<file path="src/rtl/bus_cycle_controller.sv">
`timescale 1ns/1ps
`default_nettype none
// ============================================================================
// bus_cycle_controller : 68000 DTACK/BERR/VPA/IACK sequencing and IPL encoder
// Revision 1.0
// ============================================================================
module bus_cycle_controller #(
  parameter int ROM_WAIT        = 2,
  parameter int RAM_WAIT        = 0,
  parameter int DUART_WAIT      = 3,
  parameter int IO_WAIT         = 0,
  parameter int BERR_TIMEOUT    = 64,
  parameter int DUART_IRQ_LEVEL = 5,
  parameter int EXP_IRQ_LEVEL   = 3
) (
  input  logic       CLK,
  input  logic       RST,
  input  logic       AS,
  input  logic       UDS,
  input  logic       LDS,
  input  logic       RW,
  input  logic       FC0,
  input  logic       FC1,
  input  logic       FC2,
  input  logic [3:0] ADDR_H,
  input  logic [2:0] ADDR_L,
  input  logic       BOOT,
  input  logic       DUART_DTACK,
  input  logic       EXP_DTACK,
  input  logic       IRQ_DUART,
  input  logic       IRQ_EXP,
  output logic       DTACK,
  output logic       BERR,
  output logic       VPA,
  output logic       IACK_DUART,
  output logic       IPL0,
  output logic       IPL1,
  output logic       IPL2
);

  localparam logic [7:0] ROM_WAIT_C   = 8'(ROM_WAIT);
  localparam logic [7:0] RAM_WAIT_C   = 8'(RAM_WAIT);
  localparam logic [7:0] DUART_WAIT_C = 8'(DUART_WAIT);
  localparam logic [7:0] IO_WAIT_C    = 8'(IO_WAIT);
  localparam logic [7:0] TIMEOUT_C    = 8'(BERR_TIMEOUT);
  localparam logic [2:0] DUART_LVL    = 3'(DUART_IRQ_LEVEL);
  localparam logic [2:0] EXP_LVL      = 3'(EXP_IRQ_LEVEL);

  typedef enum logic [2:0] {
    S_IDLE  = 3'd0,
    S_MEM   = 3'd1,
    S_DUART = 3'd2,
    S_EXT   = 3'd3,
    S_VEC   = 3'd4,
    S_ACK   = 3'd5,
    S_HOLD  = 3'd6
  } state_t;

  state_t     state_q, state_d;
  logic [7:0] wait_q, wait_d;
  logic [7:0] tmo_q, tmo_d;
  logic       dtack_q, dtack_d;
  logic       berr_q, berr_d;
  logic       vpa_q, vpa_d;
  logic       iack_q, iack_d;
  logic [1:0] irq_sync1_q, irq_sync1_d;
  logic [1:0] irq_sync2_q, irq_sync2_d;
  logic [2:0] ipl_q, ipl_d;
  logic [2:0] level;
  logic       cyc_start;
  logic       ready;

  assign cyc_start = !AS && (!UDS || !LDS);

  always_comb begin
    state_d = state_q;
    wait_d  = wait_q;
    tmo_d   = tmo_q;
    dtack_d = dtack_q;
    berr_d  = berr_q;
    vpa_d   = vpa_q;
    iack_d  = iack_q;
    ready   = 1'b0;

    case (state_q)
      S_MEM:   ready = (wait_q == 8'd0);
      S_DUART: ready = (wait_q == 8'd0) && !DUART_DTACK;
      S_EXT:   ready = !EXP_DTACK;
      S_VEC:   ready = !DUART_DTACK;
      default: ready = 1'b0;
    endcase

    case (state_q)
      S_IDLE: begin
        if (cyc_start) begin
          tmo_d = 8'd1;
          if (FC2 && FC1 && FC0) begin
            if (ADDR_L == DUART_LVL) begin
              state_d = S_VEC;
              iack_d  = 1'b0;
            end else begin
              state_d = S_HOLD;
              vpa_d   = 1'b0;
            end
          end else if (!BOOT) begin
            state_d = S_MEM;
            wait_d  = ROM_WAIT_C;
          end else if (ADDR_H == 4'b1000 && !RW) begin
            state_d = S_HOLD;
            berr_d  = 1'b0;
          end else if (ADDR_H == 4'b1000) begin
            state_d = S_MEM;
            wait_d  = ROM_WAIT_C;
          end else if (ADDR_H == 4'b0000) begin
            state_d = S_MEM;
            wait_d  = RAM_WAIT_C;
          end else if (ADDR_H == 4'b1111) begin
            state_d = S_MEM;
            wait_d  = IO_WAIT_C;
          end else if (ADDR_H == 4'b1100) begin
            state_d = S_DUART;
            wait_d  = DUART_WAIT_C;
          end else begin
            state_d = S_EXT;
          end
        end
      end

      S_MEM, S_DUART, S_EXT, S_VEC: begin
        if (tmo_q != 8'hFF) tmo_d = tmo_q + 8'd1;
        // Abort beats timeout, and timeout beats a same-edge acknowledge.
        if (AS) begin
          state_d = S_IDLE;
          wait_d  = 8'd0;
          tmo_d   = 8'd0;
          dtack_d = 1'b1;
          berr_d  = 1'b1;
          vpa_d   = 1'b1;
          iack_d  = 1'b1;
        end else if (tmo_q >= TIMEOUT_C) begin
          state_d = S_HOLD;
          berr_d  = 1'b0;
          iack_d  = 1'b1;
        end else if (ready) begin
          state_d = S_ACK;
          dtack_d = 1'b0;
        end else if (wait_q != 8'd0) begin
          wait_d = wait_q - 8'd1;
        end
      end

      S_ACK, S_HOLD: begin
        if (AS) begin
          state_d = S_IDLE;
          wait_d  = 8'd0;
          tmo_d   = 8'd0;
          dtack_d = 1'b1;
          berr_d  = 1'b1;
          vpa_d   = 1'b1;
          iack_d  = 1'b1;
        end
      end

      default: begin
        state_d = S_IDLE;
        dtack_d = 1'b1;
        berr_d  = 1'b1;
        vpa_d   = 1'b1;
        iack_d  = 1'b1;
      end
    endcase
  end

  // Interrupt path runs independently of the bus-cycle FSM.
  always_comb begin
    irq_sync1_d = {IRQ_DUART, IRQ_EXP};
    irq_sync2_d = irq_sync1_q;
    level       = 3'd0;
    if (!irq_sync2_q[1] && !irq_sync2_q[0])
      level = (DUART_LVL > EXP_LVL) ? DUART_LVL : EXP_LVL;
    else if (!irq_sync2_q[1])
      level = DUART_LVL;
    else if (!irq_sync2_q[0])
      level = EXP_LVL;
    ipl_d = ~level;
  end

  always_ff @(posedge CLK or negedge RST) begin
    if (!RST) begin
      state_q     <= S_IDLE;
      wait_q      <= 8'd0;
      tmo_q       <= 8'd0;
      dtack_q     <= 1'b1;
      berr_q      <= 1'b1;
      vpa_q       <= 1'b1;
      iack_q      <= 1'b1;
      irq_sync1_q <= 2'b11;
      irq_sync2_q <= 2'b11;
      ipl_q       <= 3'b111;
    end else begin
      state_q     <= state_d;
      wait_q      <= wait_d;
      tmo_q       <= tmo_d;
      dtack_q     <= dtack_d;
      berr_q      <= berr_d;
      vpa_q       <= vpa_d;
      iack_q      <= iack_d;
      irq_sync1_q <= irq_sync1_d;
      irq_sync2_q <= irq_sync2_d;
      ipl_q       <= ipl_d;
    end
  end

  assign DTACK      = dtack_q;
  assign BERR       = berr_q;
  assign VPA        = vpa_q;
  assign IACK_DUART = iack_q;
  assign IPL2       = ipl_q[2];
  assign IPL1       = ipl_q[1];
  assign IPL0       = ipl_q[0];

endmodule
`default_nettype wire
</file>
<file path="config.mk">
export PLATFORM = sky130hd
export DESIGN_NAME = bus_cycle_controller
export DESIGN_NICKNAME = d
export VERILOG_FILES = /design/src/rtl/bus_cycle_controller.sv
export SDC_FILE = /design/constraint.sdc
export NUM_CORES = 1
export LEC_CHECK = 0
export CORE_ASPECT_RATIO = 0.6
export CORE_MARGIN = 2
export CORE_UTILIZATION = 48
export CTS_CLUSTER_DIAMETER = 80
export DETAILED_ROUTE_END_ITERATION = 10
export GPL_TIMING_DRIVEN = 1
export PLACE_DENSITY = 0.76
export SLEW_MARGIN = 10
export SYNTH_ARGS = -nofsm -noshare
export SYNTH_HDL_FRONTEND = slang
export SYNTH_SLANG_ARGS = --single-unit
</file>
<file path="constraint.sdc">
create_clock -name CLK -period 2.2 [get_ports CLK]
set_input_delay 0.44 -clock CLK [delete_from_list [all_inputs] [get_ports CLK]]
set_output_delay 0.44 -clock CLK [all_outputs]
set_load 0.01 [all_outputs]
</file>
# Word level (Yosys, flattened, before mapping)
# Index checks and enable logic that the tools add are counted.
# classes
n_addsub	2
magnitude_cmp	1
n_eq_ne	29
mux	58
n_bitwise	2
n_reduce_logical	30
# ops
operator	n
2-to-1 mux 8 bit	16
one-hot mux 8 bit (3 select lines)	2
2-to-1 mux 3 bit	10
inequality test 3 bit, second input constant	7
2-to-1 mux 1 bit	19
inequality test 2 bit, second input constant	8
== test 3 bit, second input constant	4
== test 4 bit, second input constant	3
AND reduction 4 bit	3
2-to-1 mux 2 bit	5
one-hot mux 1 bit (3 select lines)	3
one-hot mux 3 bit (3 select lines)	1
AND reduction 9 bit	1
adder 8 x 1 -> 8 bit, second input constant	1
>= comparator 8 x 7 -> 1 bit, second input constant	1
logical NOT 1 bit	8
logical NOT 8 bit	1
inequality test 8 bit, second input constant	1
nonzero test 8 bit	1
subtractor 8 x 1 -> 8 bit, second input constant	1
== test 3 x 2 -> 1 bit, second input constant	2
logical AND 1 bit	6
inequality test 6 bit, second input constant	1
AND reduction 6 bit	1
other kinds (16)	16
# word_totals
regBits	30
input_bits	21

# Logic depth before layout (Yosys ltp)
# depth
depth_word	10
depth_mapped	8

# Worst setup path after synthesis
# OpenSTA, ideal clock, no wires.
# synth_timing
path_type	register to register
from	register wait_q[0]
to	register state_q[0]
setup_ns	0.125
arrival_time_ns	2.004
slack_ns	0.071
path_stages_with_launch	8
cell_sequence	dfrtp_1 inv_1 ha_1 nor4b_1 nand2_1 or3_1 a21oi_2 mux2_2
# synth_between
elab_chain_len	5
# synth_lines
element	line	text
start: declaration	60	logic [7:0] wait_q, wait_d;
start signal: assignment	202	wait_q <= wait_d;
logical NOT 8 bit (*)	86, 87	
logical AND 1 bit	87	S_DUART: ready = (wait_q == 8'd0) && !DUART_DTACK;
one-hot mux 1 bit (4 select lines) (*)	85	case (state_q)
inequality test 4 bit (no source line) (*)	-	
AND reduction 3 bit (no source line) (*)	-	
end signal: assignment	201	state_q <= state_d;
end: declaration	59	state_t state_q, state_d;
# Every way passes the cells marked *; elsewhere a longest branch is shown, timed or not.
# A chain may end at the register's enable or synchronous reset.

# Worst setup path after layout
# layout_timing
from	input AS
to	register state_q[0]
# layout_between
elab_chain_len	4
word_cells_on_any_way	8
classes_between	eq/ne (3); mux (2); reduce/logical (3)
# layout_lines
element	line	text
start: declaration	18	input logic AS,
logical NOT 1 bit	73	assign cyc_start = !AS && (!UDS || !LDS);
logical AND 1 bit	73	
inequality test 2 bit (no source line)	-	
AND reduction 3 bit (no source line)	-	
# Parallel ways exist; a longest one is shown, timed or not.

==> metrics.yaml <==
power_and_ir_drop:
  leakagePower_nw: 1.05
  cellPowerDensity_nw_per_um2: 1260
  power.ir.vdd_worst_mv: 0.703
placement:
  routabilityCongestion: 0.993
  io_buffer_count: 27
  place_hpwl_mm: 3.84
  placed_cells_incl_taps: 283
worst_setup_path:
  crit_fanout: 6
  crit_arrival_ps: 2280
  reg2reg_from: "wait_q[1]"
  setup.reg_to_reg.worst_slack_ps: 150
  critPathLaunchType: "input pin"
  crit_path_end_kind: "flip-flop"
  critical_path.reg2reg.endpoint: "state_q[0]"
  worst-r2r-cell-count: 7
  setup.worst_path.class: "input pin to flip-flop"
  required_ps: 2370
global_routing:
  grt.total_usage_pct: 27.4
  grt.busiest_layer: "met2"
  first_pass_grt_wire_length_mm: 8.42
  global_route.overflow_total: 0
  vias_in_the_first_global_route: 1705
  grtUsageMet1_pct: 38.4
  number_of_antenna_violations_at_the_first_check_in_global_routing: 0
  grtUsageMet2_pct: 41.9
  met3_usage_pct: 7.91
  grt_max_degree: 31
yosys:
  netlist_instances: 193
  sequential_cell_area_fraction_in_the_yosys_report_pct: 43.7
  synthesis.nets: 217
  avg_inst_size_synth_um2: 9.06
  simple_gate_area_share_of_the_yosys_netlist_pct: 22.8
  synth-edff-count: 0
  post_synth_most_frequent_cells: "23 x o21ai_0, 22 x nand2_1, 19 x dfrtp_1, 16 x nor2_1, 11 x dfstp_2"
  post_synth_main_area_contributors: "dfrtp_1 27%, dfstp_2 17%, o21ai_0 6.6%"
  synth_compound_area_share_pct: 21.9
  synth_area_um2: 1750
  synth-warning-count: 0
  most_frequent_cell_after_synthesis: "o21ai_0"
  yosys.area_share.adder_pct: 2.15
  xor_and_xnor_area_share_after_synthesis_pct: 1.50
  multiplexer_fraction_of_the_synthesized_cell_area_pct: 3.36
  synth_top_flop_cell: "dfrtp_1"
  synthDominantCellAreaShare_pct: 27.2
  async_reset_ff_share_pct: 100
  ys_types: 50
  synth_top_family_by_area: "simple AND/OR/NAND/NOR gates"
  synth-seq-cells: 30
  yosys.area.top_type: "dfrtp_1"
timing:
  maxSlewViolCount: 0
  timing.slew.headroom_pct: 50.8
  min_period_ps: 2110
  timing.clock.skew_ps: 4.90
  period_share_pct: 96.0
  fmax_ghz: 0.473
  setup-tns-final_ps: 0
  final_setup_vio_count: 0
  number_of_hold_violations_in_the_final_report: 0
  tightestPinTransition_ps: 736
clock_network:
  htree_num_levels: 2
  cts_tree: "built"
  max-clock-path-buffers: 2
  worstSkewPairLatency_ps: 280
  tritoncts.num_buffers: 5
  number_of_buffers_inserted_for_hold_repair_after_clock_tree_synthesis: 0
  clock-sinks: 30
  clockRootBuffer: "clkbuf_8"
  post-cts-setup-buffers: 0
  cts.clk_slew.worst_paths_ps: 60
floorplanning:
  core_region_area_um2: 3360
  start_util_pct: 52.0
  die_width_um: 81.9
  die_area_um2: 4160
  die_height_um: 50.7
  boundaryPins: 28
  core.rowCount: 16
route:
  antenna_violating_nets_post_route: 0
  detailed_routing_iteration_count_for_the_pre_antenna_repair_pass: 5
  routed_wl_mm: 5.04
  drcViolationCount: 0
  drt_iter0_markers: 109
  via_per_inst: 6.07
  vias: 1766
  wl_per_cell_um: 17.3
layout:
  final_cells: 291
  area_growth_syn_to_layout_pct: 34.1
  fillers: 266
  insertedDiodeCount: 0
  fin_nets: 269
  layout-drive-gt1-share_pct: 22.4
hold_path:
  min_from: "irq_sync1_q[0]"
  min_path_cells: 0
  hold-path-endpoint: "irq_sync2_q[0]"
  hp-class: "flip-flop to flip-flop"
run:
  maxCapViolCount: 0
status:
  status: "complete, no violations"
worst max-delay path by stage:
stage / start / to / slack [ps] / cells after the start
floorplan: wait_q[0] / state_q[0] / 70 / 7
global placement: AS / state_q[2] / -70 / 6
detailed placement: ADDR_H[1] / wait_q[5] / -110 / 6
CTS: wait_q[1] / state_q[0] / 70 / 7
global route: AS / state_q[0] / -30 / 6
finish: AS / state_q[0] / 90 / 6
state kept, by name (all words and copies together) (netlist names):
| register | flops |
|---|---|
| BERR | 1 |
| irq_sync1_q | 2 |
| tmo_q | 8 |
| irq_sync2_q | 2 |
| wait_q | 8 |
| VPA | 1 |
| IACK_DUART | 1 |
| state_q | 3 |
| ipl_q | 3 |
| DTACK | 1 |
area by class of cell:
class                           instances  area (um^2)  share of cell area, %
Sequential cell                        30          764                   32.6
Clock inverter                          2         12.5                  0.534
Clock buffer                            6         82.6                   3.52
Inverter                                8         30.0                   1.28
Tap cell                               45         56.3                   2.40
Multi-Input combinational cell        147          933                   39.8
Timing Repair Buffer                   53          465                   19.9
what timing repair did:
item / CTS / global route
pin swaps: 0 / 1
endpoints found under the setup margin: 2 / 2
gates cloned: 0 / 0
resized for setup: 1 / 4
worst max-delay path: stages:
cell,delay [ps]
clkdlybuf4s50_1,490
buf_4,180
buf_4,130
o32ai_1,650
a21oi_4,70
mux2_2,310
layout by cell type (no fill, tap or decap), drive strengths merged, types with 4 or more instances in the layout:
cell type and n:
nor3 7, and2 4, dfstp 11, buf 26
a41oi 4, mux2 4, nand2 22, nor2 16
dfrtp 19, clkdlybuf4s50 27, inv 8, clkbuf 6
a21oi 11, and3 9, or3 4, nand3 5
o21ai 23
kinds of logic after synthesis:
family	Yosys count
simple gates	79
compound gates	57
flops	30
buf+inv	16
mux	5
xor+xnor	3
fa+ha+maj	3
routing by layer:
metal | up-vias | routed length [um]
li1 | 807 | -
met1 | 847 | 2180
met2 | 92 | 2320
met3 | 20 | 439
met4 | 0 | 96
met5 | - | 0
stage by stage:
| step | setup WS [ps] | hold WS (ps) | instance area [um^2] | total power, mW | utilization (%) |
|---|---|---|---|---|---|
| final | 87.4 | 358 | 2340 | 2.94 | 69.7 |
| after global routing | -34.7 | 362 | 2340 | 3.13 | 69.7 |
| after CTS | 66.1 | 360 | 2320 | 2.86 | 69.0 |
| after detailed placement | -109 | 347 | 2220 | 2.37 | 66.0 |
| after global placement | -65.0 | 345 | 2220 | 2.28 | 66.0 |
| after floorplan | 70.9 | 144 | 1750 | 1.75 | - |
report_power, final:
group          switching, mW  internal [mW]
combinational          0.815          0.771
sequential             0.171          0.719
clock                  0.217          0.251
total                   1.20           1.74
(Power assumes the default switching activity.)
